**src/rtl/program_loader.sv**
```systemverilog
// Framed byte-stream loader: 4-byte header (addr, len), payload written to memory, then the
// load address into the reset vector. Optional checksum byte after payload: LOADER_CHECKSUM_EN.
module program_loader #(
  parameter logic [15:0] VEC_ADDR = 16'hFFFC
) (
  input  logic        clk,
  input  logic        rst_n,
  input  logic        start,
  input  logic        abort,
  input  logic [7:0]  in_data,
  input  logic        in_valid,
  output logic        in_ready,
  output logic [15:0] mem_address,
  output logic [7:0]  mem_data,
  output logic        mem_write,
  output logic        cpu_hold,
  output logic        busy,
  output logic        done,
  output logic        error
);

  localparam logic [2:0] ST_IDLE = 3'd0;
  localparam logic [2:0] ST_HDR  = 3'd1;
  localparam logic [2:0] ST_DATA = 3'd2;
  localparam logic [2:0] ST_VLO  = 3'd4;
  localparam logic [2:0] ST_VHI  = 3'd5;
  localparam logic [2:0] ST_FIN  = 3'd6;
`ifdef LOADER_CHECKSUM_EN
  localparam logic [2:0] ST_CSUM = 3'd3;
  localparam logic [2:0] ST_POST = ST_CSUM;
`else
  localparam logic [2:0] ST_POST = ST_VLO;
`endif

  logic [2:0]  state_q, state_d;
  logic [1:0]  hcnt_q, hcnt_d;
  logic        done_q, done_d;
  logic        error_q, error_d;
  logic        wr_q, wr_d;
  logic [15:0] maddr_q, maddr_d;
  logic [7:0]  mdata_q, mdata_d;
  logic [15:0] addr_q, addr_d;
  logic [7:0]  lenlo_q, lenlo_d;
  logic [15:0] ptr_q, ptr_d;
  logic [15:0] cnt_q, cnt_d;
`ifdef LOADER_CHECKSUM_EN
  logic [7:0]  sum_q, sum_d;
`endif
  logic        xfer;

`ifdef LOADER_CHECKSUM_EN
  assign in_ready = (state_q == ST_HDR) || (state_q == ST_DATA) || (state_q == ST_CSUM);
`else
  assign in_ready = (state_q == ST_HDR) || (state_q == ST_DATA);
`endif
  assign busy        = (state_q != ST_IDLE);
  assign cpu_hold    = busy;
  assign done        = done_q;
  assign error       = error_q;
  assign mem_write   = wr_q;
  assign mem_address = maddr_q;
  assign mem_data    = mdata_q;
  assign xfer        = in_valid && in_ready;

  always_comb begin
    state_d = state_q;
    hcnt_d  = hcnt_q;
    done_d  = done_q;
    error_d = error_q;
    wr_d    = 1'b0;
    maddr_d = maddr_q;
    mdata_d = mdata_q;
    addr_d  = addr_q;
    lenlo_d = lenlo_q;
    ptr_d   = ptr_q;
    cnt_d   = cnt_q;
`ifdef LOADER_CHECKSUM_EN
    sum_d   = sum_q;
`endif
    case (state_q)
      ST_IDLE: begin
        if (start) begin
          state_d = ST_HDR;
          hcnt_d  = 2'd0;
          done_d  = 1'b0;
          error_d = 1'b0;
`ifdef LOADER_CHECKSUM_EN
          sum_d   = 8'h00;
`endif
        end
      end
      ST_HDR: begin
        if (xfer) begin
          hcnt_d = hcnt_q + 2'd1;
          case (hcnt_q)
            2'd0: addr_d[7:0]  = in_data;
            2'd1: addr_d[15:8] = in_data;
            2'd2: lenlo_d      = in_data;
            default: begin
              cnt_d   = {in_data, lenlo_q};
              ptr_d   = addr_q;
              state_d = ({in_data, lenlo_q} == 16'h0000) ? ST_POST : ST_DATA;
            end
          endcase
        end
      end
      ST_DATA: begin
        if (xfer) begin
          wr_d    = 1'b1;
          maddr_d = ptr_q;
          mdata_d = in_data;
          ptr_d   = ptr_q + 16'd1;
          cnt_d   = cnt_q - 16'd1;
`ifdef LOADER_CHECKSUM_EN
          sum_d   = sum_q + in_data;
`endif
          if (cnt_q == 16'd1) state_d = ST_POST;
        end
      end
`ifdef LOADER_CHECKSUM_EN
      ST_CSUM: begin
        if (xfer) begin
          if (in_data == sum_q) begin
            state_d = ST_VLO;
          end else begin
            state_d = ST_IDLE;
            error_d = 1'b1;
          end
        end
      end
`endif
      ST_VLO: begin
        wr_d    = 1'b1;
        maddr_d = VEC_ADDR;
        mdata_d = addr_q[7:0];
        state_d = ST_VHI;
      end
      ST_VHI: begin
        wr_d    = 1'b1;
        maddr_d = VEC_ADDR + 16'd1;
        mdata_d = addr_q[15:8];
        state_d = ST_FIN;
      end
      // FIN keeps the bus held while the high vector byte is being written.
      ST_FIN: begin
        state_d = ST_IDLE;
        done_d  = 1'b1;
      end
      default: state_d = ST_IDLE;
    endcase
    if (abort && (state_q != ST_IDLE)) begin
      state_d = ST_IDLE;
      error_d = 1'b1;
      done_d  = 1'b0;
      wr_d    = 1'b0;
      maddr_d = maddr_q;
      mdata_d = mdata_q;
    end
  end

  always_ff @(posedge clk or negedge rst_n) begin
    if (!rst_n) begin
      state_q <= ST_IDLE;
      hcnt_q  <= 2'd0;
      done_q  <= 1'b0;
      error_q <= 1'b0;
      wr_q    <= 1'b0;
      maddr_q <= 16'h0000;
      mdata_q <= 8'h00;
    end else begin
      state_q <= state_d;
      hcnt_q  <= hcnt_d;
      done_q  <= done_d;
      error_q <= error_d;
      wr_q    <= wr_d;
      maddr_q <= maddr_d;
      mdata_q <= mdata_d;
    end
  end

  // Header/payload bookkeeping is always loaded before use, so it carries no reset.
  always_ff @(posedge clk) begin
    addr_q  <= addr_d;
    lenlo_q <= lenlo_d;
    ptr_q   <= ptr_d;
    cnt_q   <= cnt_d;
`ifdef LOADER_CHECKSUM_EN
    sum_q   <= sum_d;
`endif
  end

endmodule

```
**config.mk**
```make
export PLATFORM = sky130hd
export DESIGN_NAME = program_loader
export DESIGN_NICKNAME = d
export VERILOG_FILES = /design/src/rtl/program_loader.sv
export SDC_FILE = /design/constraint.sdc
export NUM_CORES = 1
export LEC_CHECK = 0
export BUFFER_PORTS_ARGS = -buffer_cell sky130_fd_sc_hd__buf_2
export CAP_MARGIN = 20
export CORE_MARGIN = 2
export CORE_UTILIZATION = 59
export DETAILED_ROUTE_END_ITERATION = 10
export PLACE_DENSITY = 0.8
export SYNTH_ARGS = -nofsm -noshare
export SYNTH_HDL_FRONTEND = slang
export SYNTH_SLANG_ARGS = --single-unit
```
**constraint.sdc**
```tcl
create_clock -name clk -period 2.36 [get_ports clk]
set_input_delay 0.354 -clock clk [delete_from_list [all_inputs] [get_ports clk]]
set_output_delay 0.354 -clock clk [all_outputs]
set_load 0.02 [all_outputs]
```
Word-level counts from Yosys, hierarchy flattened --
Cells that the tools add are included.
Cells by class: $add $sub $neg 3, eq/ne operators 17, muxes and demuxes 31, bitwise gates (word level) 1, reduce and logical (&&, ||, !) cells 24
Operators with widths (number):
- 16-bit two-way mux | 7
- 16-bit case mux with 2 select lines | 2
- 16-bit case mux with 3 select lines | 1
- 8-bit case mux with 3 select lines | 1
- 3-bit two-way mux | 7
- 16-bit by 1-bit adder with 16-bit output, second input constant | 1
- 16-bit by 1-bit equality test with 1-bit output, second input constant | 1
- 16-bit zero test | 1
- 16-bit by 1-bit subtractor with 16-bit output, second input constant | 1
- 3-bit case mux with 5 select lines | 1
- 3-bit AND reduction | 5
- 3-bit equality test, second input constant | 3
- 3-bit by 2-bit inequality test with 1-bit output, second input constant | 3
- 3-bit nonzero test | 3
- 8-bit two-way mux | 1
- 2-bit inequality test, second input constant | 4
- 2-bit nonzero test | 4
- 1-bit two-way mux | 6
- 5-bit AND reduction | 1
- 2-bit two-way mux | 2
- 1-bit case mux with 2 select lines | 2
- 2-bit case mux with 2 select lines | 1
- 2-bit AND reduction | 2
- 4-bit AND reduction | 1
- 14 further kinds | 15
Storage, ports and cells: bits in registers 88, input port bits 13, output and inout bits 30, word-level logic and storage cells 88

Longest topological paths before layout --
Gate-level depths: netlist of run 1.
depth in word-level cells 6, depth in mapped cells 7, gate-level depth less buffers 6

Least setup slack after synthesis of run 1 --
OpenSTA, ideal clock, no wires.
path kind flip-flop to flip-flop, start point reg state_q[1], end point reg cnt_q[0] (enable), library setup time 388 ps, arrival 1791 ps, required time 1972 ps, slack 181 ps, stages on the path, launching flop included 5, path buffers 1, clock period less this slack 2179 ps, path through dfrtp_1 > buf_2 > nand2b_1 > nor3b_2 > a21o_1
Between the ends: longest elaborated chain between the ends 5, elaborated cells between the ends (all ways) 9, those cells by class 5 x eq/ne; 4 x reduce/logical
RTL lines:
- start, declared | RTL line 35 | logic [2:0] state_q, state_d;
- start signal, assigned | RTL line 171 | state_q <= state_d;
- 3-bit by 1-bit equality test with 1-bit output or 3-bit by 2-bit equality test with 1-bit output (tied branches) | RTL line 54, 80
- 1-bit logical OR | RTL line 54 | assign in_ready = (state_q == ST_HDR) || (state_q == ST_DATA);
- 1-bit logical AND | RTL line 63 | assign xfer = in_valid && in_ready;
- 2-bit inequality test (no line)
- 4-bit AND reduction (no line) *
- end signal, assigned | RTL line 186 | cnt_q <= cnt_d;
- end, declared | RTL line 45 | logic [15:0] cnt_q, cnt_d;
Every way passes the cells marked *; elsewhere a longest branch is shown, timed or not. A chain may end at the register's enable or synchronous reset.

Final worst setup path of run 1 --
start point reg state_q[0], end point reg cnt_q[11], data pin
Between the ends: longest elaborated chain between the ends 2, elaborated cells between the ends (all ways) 3, those cells by class 2 x eq/ne; 1 x mux
RTL lines:
- 3-bit by 2-bit equality test with 1-bit output or 3-bit by 1-bit equality test with 1-bit output (tied branches) | RTL line 80 | case (state_q)
- 16-bit case mux with 2 select lines * | RTL line 80
- net cnt_d[11] | RTL line 45
Mark *: on every way through the listed nets, which the timed path passes. The rest lies on a longest branch.

==> run_results.csv, run 1 <==
group,metric,value,unit
sta,fin_hold_ws,0.04827,ns
setup_path,path_max_fanout,56,
floorplanning,dieArea,0.007930,mm^2
power_and_ir_drop,power_density,799.1,mW/mm^2
finish,layout_common_cells,"77 x nand2_1, 56 x edfxtp_1, 50 x o21ai_0",
clock_tree,cts_resized,0,
floorplanning,rows,31,
placement,dp_hpwl,6150,um
finish,fill_cells,577,
placement,place_congestion,0.8777,
synth,yosys.area_share.simple,0.1909,
sta,rsz0062_at_grt,"no",
sta,relSlewSlack,0.4981,
global_routing,grt.total_usage,0.2441,
finish,drive_gt1_frac,0.1689,
clock_tree,clk_path_buf_depth,2,
finish,post-route-util,0.6755,
sta,slew_violations,0,
setup_path,path_class,"flop to flop",
clock_tree,cts.sinks,88,
power_and_ir_drop,power.leakage,2.000,nW
global_routing,grt_max_degree,57,
sta,max_freq,517.9,MHz
sta,final.period_utilization,0.8181,
clock_tree,cts_buffers,9,
synth,ys_seq_elements,88,
power_and_ir_drop,vdd_ir_drop_max,567.0,uV
floorplanning,die_h,89.05,um
synth,synthCells,398,
clock_tree,post_cts_buffers,0,
synth,synth_fa_ha_area_frac,0.02052,
synth,ys.flop_type,"edfxtp_1",
sta,worst_slew_pin_slew,0.7528,ns
sta,fin_tns_setup,0,ns
setup_path,critical_path_required,2.46,ns
detailed_routing,drt_pass1_iterations,4,
detailed_routing,wl_per_cell,16.47,um
clock_tree,cts_root_buf,"clkbuf_8",
synth,synthMuxAreaShare,0.02639,
detailed_routing,drcViolationCount,0,
floorplanning,die_w,89.05,um
synth,synth_top_family_by_area,"simple AND/OR/NAND/NOR gates",
clock_tree,clk_pin_slew,0.08,ns
finish,diodes,0,
finish,syn2layout_area_growth,12.96,%
global_routing,grt_pass1_wl,14350,um
detailed_routing,viasPerCell,5.643,
synth,synthXorXnorAreaFrac,0.04720,
sta,setup_viol,0,
synth,yosysWarnings,0,
sta,hold_viol,0,
global_routing,gr-total-overflow,0,
synth,synth_compound_area_frac,0.1055,
hold_path,hp-class,"input pin to async pin",
finish,final_common_cell,"nand2_1",
detailed_routing,drt-total-wl,8942,um
synth,ys_async_sr_fraction,0.3636,
sta,period_needed,1.931,ns
finish,nNetsFinal,459,
clock_tree,clock_latency,0.36,ns
detailed_routing,first_iter_violations,307,
detailed_routing,vias,3064,
floorplanning,floorplan.core_area,0.007137,mm^2
setup_path,critPathCaptureType,"flop",
global_routing,antenna_found_initial,0,
outcome,status,"completed",
synth,synth_area,0.004268,mm^2
detailed_routing,detail-route-antenna-nets,0,
synth,yosysSeqAreaShare,0.5816,
setup_path,cp-start-kind,"flop",
placement,place.port_buffers,42,
floorplanning,start_util,0.5980,
floorplanning,ioPinCount,43,
synth,synth_cell_types,45,
synth,syn_avg_cell_area,10.72,um^2
synth,synth_edf_count,56,
global_routing,grt_pass1_vias,2856,
sta,finClkSkew,0.01418,ns
flow_run,max_cap_violations,0,
setup_path,cp.arrival,2.03,ns
clock_tree,cts_tree,"done",
synth,synth_nets,418,
clock_tree,cts_max_level,3,
clock_tree,cts_hold_buf,0,
where the power goes:
| group | internal (mW) | leakage (nW) | switching [mW] |
|---|---|---|---|
| clock network | 0.735 | 0.118 | 0.504 |
| logic | 0.231 | 0.946 | 0.417 |
| registers | 1.84 | 0.936 | 0.122 |
cells by family after synthesis:
kind of cell | count (synthesis)
and+or+nand+nor | 160
adders and majority gates | 7
xor gates and xnor gates | 23
muxes | 11
buffers and inverters | 28
DFF | 88
AOI/OAI and AO/OA | 81
layout make-up:
class / instances / area (um^2) / area share
flip-flops and latches: 88 / 2482 / 0.5149
multi-input cells: 282 / 1667 / 0.3457
well taps: 99 / 123.9 / 0.02569
inverters: 9 / 33.78 / 0.007008
clock inverters: 3 / 90.09 / 0.01869
clock buffers: 13 / 148.9 / 0.03089
repair buffers: 49 / 275.3 / 0.05710
per-layer routing:
metal / part of all wire / routed length [um] / track usage
met1: 0.43 / 3812 / 0.3342
met2: 0.47 / 4185 / 0.3725
met3: 0.072 / 645 / 0.05263
met4: 0.033 / 298 / 0.1208
met5: 0 / 0 / 0
through the flow:
step	instances	instance area [um^2]	setup slack [ns]	power, mW
finish	543	4821	0.4292	3.852
global route	543	4821	0.2498	4.041
CTS	543	4821	0.4379	3.872
detailed placement	527	4582	0.4402	2.651
global placement	527	4582	0.4757	2.623
floorplan	398	4268	0.1813	2.413
synthesized netlist by cell type (all sizes together), types with 2 or more instances:
cell | count | area share
nor3 | 5 | 0.0059
nor2 | 30 | 0.026
nand2 | 78 | 0.069
and2 | 3 | 0.0044
xor2 | 11 | 0.023
buf | 9 | 0.011
inv | 9 | 0.0079
a31oi | 8 | 0.012
clkbuf | 10 | 0.0088
mux2 | 2 | 0.0053
mux2i | 9 | 0.021
ha | 7 | 0.021
nand2b | 3 | 0.0044
nand4 | 6 | 0.012
dfrtp | 32 | 0.19
a21oi | 13 | 0.015
nor4 | 10 | 0.025
nor3b | 3 | 0.0088
nand3b | 3 | 0.0053
xnor2 | 12 | 0.025
nand3 | 10 | 0.012
edfxtp | 56 | 0.39
o31ai | 3 | 0.0053
o21ai | 50 | 0.059
path summary, 6_finish.rpt:
kind / startpoint / to / slack (ns) / cells after the start
setup / recovery: state_q[0]$_DFFE_PN0P_ / cnt_q[11]$_DFFE_PP_ / 0.43 / 5
hold / removal: rst_n / mem_address[13]$_DFFE_PN0P_ / 0.05 / 1
setup reg to reg: state_q[0]$_DFFE_PN0P_ / cnt_q[11]$_DFFE_PP_ / 0.43 / 5
hold reg to reg: mem_address[5]$_DFFE_PN0P_ / mem_address[5]$_DFFE_PN0P_ / 0.46 / 2
max in group asynchronous: rst_n / hcnt_q[0]$_DFFE_PN0P_ / 1.83 / 1
min in group clk: start / done$_DFFE_PN0P_ / 0.25 / 2
state kept, by name, summed over array words and instances (netlist names), 2 cells and up:
signal,count
addr_q,16
hcnt_q,2
cnt_q,16
mem_address,16
lenlo_q,8
state_q,3
ptr_q,16
mem_data,8
critical path, stage by stage, from the launching register on:
cell     delay (ns)
dfrtp_1        0.48
buf_4          0.24
or3b_1         0.37
buf_4          0.30
a31oi_1        0.20
a21oi_1        0.08
No activity file was read; power rests on OpenSTA's default activity.
==> inputs of run 2 (changes only) <==
==> constraint.sdc (replaced) <==
create_clock -name clk -period 1.9 [get_ports clk]
set_input_delay 0.285 -clock clk [delete_from_list [all_inputs] [get_ports clk]]
set_output_delay 0.285 -clock clk [all_outputs]
set_load 0.02 [all_outputs]
==> run_results.csv, run 2 (synthesis results as in run 1) <==
group,metric,value,unit
sta,max_freq,562.7,MHz
setup_path,crit_path_cell_trace,"nand2b_1 > buf_4 > a21oi_1 > buf_2",
clock_tree,cts_root_buf,"clkbuf_8",
outcome,violations,"hold timing",
detailed_routing,detail-route-antenna-nets,0,
flow_run,max_cap_violations,0,
sta,fin_tns_setup,0,ns
setup_path,critical_path_required,1.62,ns
placement,place_congestion,0.8614,
placement,pre_cts_slack,0.01252,ns
sta,rsz0062_at_grt,"no",
floorplanning,dieArea,0.007930,mm^2
finish,layout_common_cells,"77 x nand2_1, 56 x edfxtp_1, 50 x o21ai_0",
global_routing,grt_pass1_vias,2938,
power_and_ir_drop,power.leakage,2.061,nW
clock_tree,clk_path_buf_depth,2,
placement,dpl_cell_area,0.004672,mm^2
sta,slew_violations,0,
setup_path,cp.arrival,1.49,ns
outcome,status,"finished, violations left",
setup_path,path_max_fanout,11,
clock_tree,cts.sinks,88,
sta,period_needed,1.777,ns
finish,post-route-cell-area,0.004932,mm^2
hold_path,hp-class,"input pin to async pin",
clock_tree,clk_pin_slew,0.09,ns
finish,final_cell_count_no_fill,556,
setup_path,r2r_cells,5,
clock_tree,cts_max_level,3,
placement,dpl.cell_count,538,
floorplanning,rows,31,
placement,dp_hpwl,6189,um
detailed_routing,drt-total-wl,8795,um
setup_path,r2r_slack,0.14,ns
finish,fill_cells,562,
finish,drive_gt1_frac,0.2144,
detailed_routing,first_iter_violations,238,
setup_path,path_class,"flop to output pin",
floorplanning,die_h,89.05,um
sta,final.period_utilization,0.9354,
detailed_routing,viasPerCell,5.624,
sta,worst_slew_pin_slew,0.7069,ns
floorplanning,floorplan.core_area,0.007137,mm^2
setup_path,slowest_delay,0.49,ns
power_and_ir_drop,power_density,934.4,mW/mm^2
finish,syn2layout_area_growth,15.57,%
clock_tree,cts_hold_buf,0,
setup_path,cp_slowest_cell,"dfrtp_2",
clock_tree,cts_buffers,9,
placement,place.port_buffers,42,
sta,finalWorstSetupSlack,0.1228,ns
setup_path,cp-start-kind,"flop",
finish,diodes,0,
global_routing,antenna_found_initial,0,
floorplanning,die_w,89.05,um
global_routing,grt_pass1_wl,14390,um
sta,hold_viol,32,
power_and_ir_drop,vdd_ir_drop_max,597.6,uV
setup_path,critPathCaptureType,"output pin",
floorplanning,start_util,0.5980,
sta,finClkSkew,0.01010,ns
clock_tree,clock_latency,0.35,ns
floorplanning,ioPinCount,43,
global_routing,grt.total_usage,0.2435,
sta,relSlewSlack,0.5287,
detailed_routing,drcViolationCount,0,
power_and_ir_drop,total_power,4.609,mW
sta,setup_viol,0,
detailed_routing,wl_per_cell,15.82,um
detailed_routing,vias,3127,
global_routing,grt_max_degree,33,
sta,fin_hold_ws,-0.02247,ns
finish,final_common_cell,"nand2_1",
detailed_routing,drt_pass1_iterations,5,
clock_tree,cts_tree,"done",
finish,nNetsFinal,472,
global_routing,gr-total-overflow,0,
==> run 2: area by class of cell <==
| type | count | area, um^2 | area share |
|---|---|---|---|
| multi-input cells | 282 | 1705 | 0.3458 |
| repair buffers | 62 | 372.9 | 0.07560 |
| clock buffers | 13 | 191.4 | 0.03881 |
| inverters | 9 | 33.78 | 0.006849 |
| clock inverters | 3 | 20.02 | 0.004059 |
| well taps | 99 | 123.9 | 0.02511 |
| flip-flops and latches | 88 | 2485 | 0.5038 |
==> run 2: critical path: cells and delay by family, from the launching register on <==
kind                   cells  cell delay, ns
flip-flops                 1            0.49
buffers and inverters      2            0.33
AND/OR/NAND/NOR            1            0.20
AO/OA/AOI/OAI              1            0.13
==> run 2: power breakdown <==
group          leakage (nW)  switching [mW]  total (mW)  internal [mW]
sequential            0.933           0.148        2.44           2.29
clock                 0.110           0.649        1.32          0.673
combinational          1.02           0.529       0.849          0.319
total                  2.06            1.33        4.61           3.28
==> run 2: final timing paths <==
path | from | end
min in group clk | start | done$_DFFE_PN0P_
max in group asynchronous | rst_n | state_q[2]$_DFFE_PN0P_
max | state_q[1]$_DFFE_PN0P_ | in_ready
min reg2reg | mem_address[12]$_DFFE_PN0P_ | mem_address[12]$_DFFE_PN0P_
min | rst_n | mem_address[0]$_DFFE_PN0P_
max reg2reg | ptr_q[1]$_DFFE_PP_ | ptr_q[14]$_DFFE_PP_
==> run 2: per-layer routing <==
metal	wire length, um	global-route usage
met3	558	0.05355
met4	189	0.08277
met1	3880	0.3262
met2	4167	0.3976
met5	0	0
==> run 2: repair_timing <==
action | 4_1_cts | 5_1_grt
endpoints found under the hold margin | 0 | 0
endpoints found under the setup margin | 2 | 46
pin swaps | 0 | 1
gates cloned | 0 | 0
setup buffers | 0 | 2
gates resized for setup | 1 | 10
==> run 2: through the flow <==
| step | hold slack [ns] | utilization |
|---|---|---|
| floorplan | -0.01059 | - |
| detailed placement | 0.3852 | 0.6546 |
| global route | 0.01891 | 0.6911 |
| CTS | 0.003102 | 0.6850 |
| global placement | 0.3595 | 0.6546 |
| finish | -0.02247 | 0.6911 |
==> inputs of run 3 (changes only) <==
--- a/config.mk
+++ b/config.mk
@@ -5,12 +5,13 @@
 export SDC_FILE = /design/constraint.sdc
 export NUM_CORES = 1
 export LEC_CHECK = 0
+export ABC_AREA = 1
 export BUFFER_PORTS_ARGS = -buffer_cell sky130_fd_sc_hd__buf_2
 export CAP_MARGIN = 20
 export CORE_MARGIN = 2
 export CORE_UTILIZATION = 59
 export DETAILED_ROUTE_END_ITERATION = 10
-export PLACE_DENSITY = 0.8
+export PLACE_DENSITY = 0.79
 export SYNTH_ARGS = -nofsm -noshare
 export SYNTH_HDL_FRONTEND = slang
 export SYNTH_SLANG_ARGS = --single-unit
==> run_results.csv, run 3 <==
group,metric,value,unit
detailed_routing,first_iter_violations,367,
clock_tree,clock_latency,0.36,ns
setup_path,crit_path_cell_trace,"inv_1 > nand2_1 > nor2_2 > nand2_2 > o21ai_4 > buf_12",
synth,ys.flop_type,"edfxtp_1",
synth,synthCells,545,
sta,setup_viol,0,
finish,diodes,0,
synth,yosysWarnings,0,
power_and_ir_drop,power.leakage,2.303,nW
detailed_routing,highest_layer,"met4",
synth,synth_cell_types,28,
sta,slew_violations,0,
sta,rsz0062_at_grt,"no",
flow_run,max_cap_violations,0,
detailed_routing,wl_per_cell,14.61,um
setup_path,critical_path_required,1.95,ns
floorplanning,start_util,0.6158,
setup_path,path_class,"flop to flop",
finish,final_cell_count_no_fill,700,
synth,synth_area,0.004514,mm^2
clock_tree,post_cts_buffers,0,
finish,post-route-util,0.6921,
synth,yosysTopAreaCellShare,0.3725,
outcome,status,"completed",
detailed_routing,routed-wl-met2,4878,um
sta,fin_tns_setup,0,ns
hold_path,min-delay-start,"in_data[1]",
detailed_routing,drt_pass1_iterations,6,
synth,ys_seq_elements,88,
setup_path,timing.rr.end,"ptr_q[8]$_DFFE_PP_",
floorplanning,rows,31,
setup_path,r2r_cells,6,
hold_path,worst_hold_path.endpoint,"lenlo_q[1]$_DFFE_PP_",
finish,nNetsFinal,616,
synth,synthTopCellsByArea,"edfxtp_1 37%, dfrtp_1 18%, nand2_1 17%, nor2_1 6.8%, nand3_1 4.3%",
setup_path,path_max_fanout,32,
power_and_ir_drop,vdd_ir_drop_max,918.6,uV
sta,worst_slew_pin_slew,0.7247,ns
global_routing,grt.total_usage,0.2628,
hold_path,hp-class,"input pin to flop",
synth,synth_nets,565,
floorplanning,floorplan.core_area,0.007331,mm^2
synth,ys_async_sr_fraction,0.3636,
detailed_routing,wirelength_met1,4602,um
sta,final.period_utilization,0.9440,
power_and_ir_drop,power_density,1381,mW/mm^2
detailed_routing,vias,3757,
placement,place.port_buffers,42,
setup_path,cp.arrival,1.84,ns
detailed_routing,wl_met3,583,um
global_routing,grt_pass1_vias,3633,
detailed_routing,viasPerCell,5.367,
power_and_ir_drop,p_sw_frac,0.4150,
global_routing,gr-total-overflow,0,
synth,synth_largest_area_cell,"edfxtp_1",
clock_tree,clk_path_buf_depth,2,
floorplanning,dieArea,0.008367,mm^2
floorplanning,die_h,91.47,um
synth,yosysSeqAreaShare,0.5499,
power_and_ir_drop,seq_power_share,0.425,
synth,syn_avg_cell_area,8.283,um^2
clock_tree,cts.sinks,88,
finish,post-route-cell-area,0.005074,mm^2
setup_path,regToRegStartpoint,"state_q[1]$_DFFE_PN0P_",
clock_tree,cts_buffers,9,
setup_path,r2r_slack,0.11,ns
placement,place_congestion,0.9370,
clock_tree,cts_root_buf,"clkbuf_8",
synth,synthTopCellsByCount,"204 x nand2_1, 82 x nor2_1, 56 x edfxtp_1",
synth,synth_most_common_cell,"nand2_1",
sta,max_freq,557.5,MHz
setup_path,slowest_delay,0.42,ns
finish,drive_gt1_frac,0.1364,
power_and_ir_drop,clockPowerShare,0.172,
synth,synth_edf_count,56,
floorplanning,ioPinCount,43,
sta,period_needed,1.794,ns
setup_path,cp_slowest_cell,"dfrtp_1",
setup_path,cp-start-kind,"flop",
sta,hold_viol,0,
sta,relSlewSlack,0.5168,
clock_tree,clk_pin_slew,0.09,ns
finish,syn2layout_area_growth,12.39,%
setup_path,critPathCaptureType,"flop",
global_routing,grt_max_degree,46,
sta,finClkSkew,0.01281,ns
power_and_ir_drop,power.internal,4.098,mW
power_and_ir_drop,p_comb_frac,0.403,
floorplanning,die_w,91.47,um
detailed_routing,detail-route-antenna-nets,0,
clock_tree,cts_max_level,3,
hold_path,holdPathStages,1,
detailed_routing,drcViolationCount,0,
placement,dp_hpwl,7351,um
placement,dpl.cell_count,683,
placement,dpl_cell_area,0.004881,mm^2
global_routing,antenna_found_initial,0,
global_routing,grt_pass1_wl,17260,um
finish,layout_common_cells,"203 x nand2_1, 81 x nor2_1, 56 x edfxtp_1",
power_and_ir_drop,p_switching,2.907,mW
finish,final_common_cell,"nand2_1",
clock_tree,cts_tree,"done",
finish,fill_cells,601,
detailed_routing,drt-total-wl,10230,um
-- run 3: cell types whose count changed in the layout (fill, tap and decap cells not counted), sizes merged, moves of 10 or more --
cell / previous run / this run
a21oi: 13 / 3
inv: 10 / 41
nand2: 78 / 206
nand3: 10 / 39
nor2: 30 / 86
nor4: 10 / 0
o21ai: 50 / 35
-- run 3: metal layers --
metal,track usage,vias up
li1,-,1877
met1,0.3617,1728
met2,0.4320,136
met3,0.04232,16
met4,0.07576,0
met5,0,-
-- run 3: how the worst max path moves through the flow --
stage	slack, ns	to	startpoint	depth (start not counted)
after detailed placement	0.14	cnt_q[14]$_DFFE_PP_	state_q[1]$_DFFE_PN0P_	6
final	0.11	ptr_q[8]$_DFFE_PP_	state_q[1]$_DFFE_PN0P_	6
after global routing	0.004	cnt_q[12]$_DFFE_PP_	state_q[1]$_DFFE_PN0P_	6
after floorplan	0.01	cnt_q[0]$_DFFE_PP_	state_q[1]$_DFFE_PN0P_	5
after CTS	0.12	cnt_q[12]$_DFFE_PP_	state_q[1]$_DFFE_PN0P_	6
after global placement	0.23	ptr_q[10]$_DFFE_PP_	state_q[1]$_DFFE_PN0P_	6
-- run 3: logic make-up after synthesis --
kind of cell | count (synthesis) | share of synthesized area
compound gates | 45 | 0.05432
fa+ha+maj | 7 | 0.01940
simple gates | 342 | 0.3049
xor+xnor | 10 | 0.01940
buf+inv | 53 | 0.05211
flops | 88 | 0.5499
-- run 3: area by class of cell --
type | instances | area [um^2] | share of cell area
inverter | 39 | 146.4 | 0.02885
clock inverter | 5 | 38.79 | 0.007645
multi-input combinational | 404 | 1813 | 0.3573
timing repair buffer | 54 | 327.8 | 0.06461
clock buffer | 11 | 141.4 | 0.02787
tap | 99 | 123.9 | 0.02441
sequential | 88 | 2482 | 0.4893
-- run 3: power by group through the flow --
stage	logic, mW	registers [mW]	clock network (mW)
after global placement	2.72	2.99	0
final	2.82	2.98	1.21
after floorplan	1.66	3.31	0
after global routing	3.17	3.04	1.31
after CTS	2.83	2.98	1.21
after detailed placement	2.82	3.02	0
-- run 3: worst max-delay path: cells and delay by family, from the launching register on --
family / cells / cell delay [ns]
buffers and inverters: 2 / 0.35
flip-flops: 1 / 0.42
AO/OA/AOI/OAI: 1 / 0.20
AND/OR/NAND/NOR: 3 / 0.50
-- run 3: repair_timing --
item                                    4_1_cts  5_1_grt
resized for setup                             0        1
endpoints found under the setup margin        0        1
hold buffers                                  1        0
hold endpoints to repair                     12        0
-- run 3: per-stage QoR --
stage          setup WS [ns]  hold WS (ns)  total power, mW
3_3_place_gp          0.2333        0.3531            5.712
2_1_floorplan        0.01375      -0.01059            4.970
4_1_cts               0.1230        0.2158            7.022
5_1_grt             0.004085        0.2115            7.517
6_report              0.1064        0.2238            7.006
3_5_place_dp          0.1442        0.3841            5.833
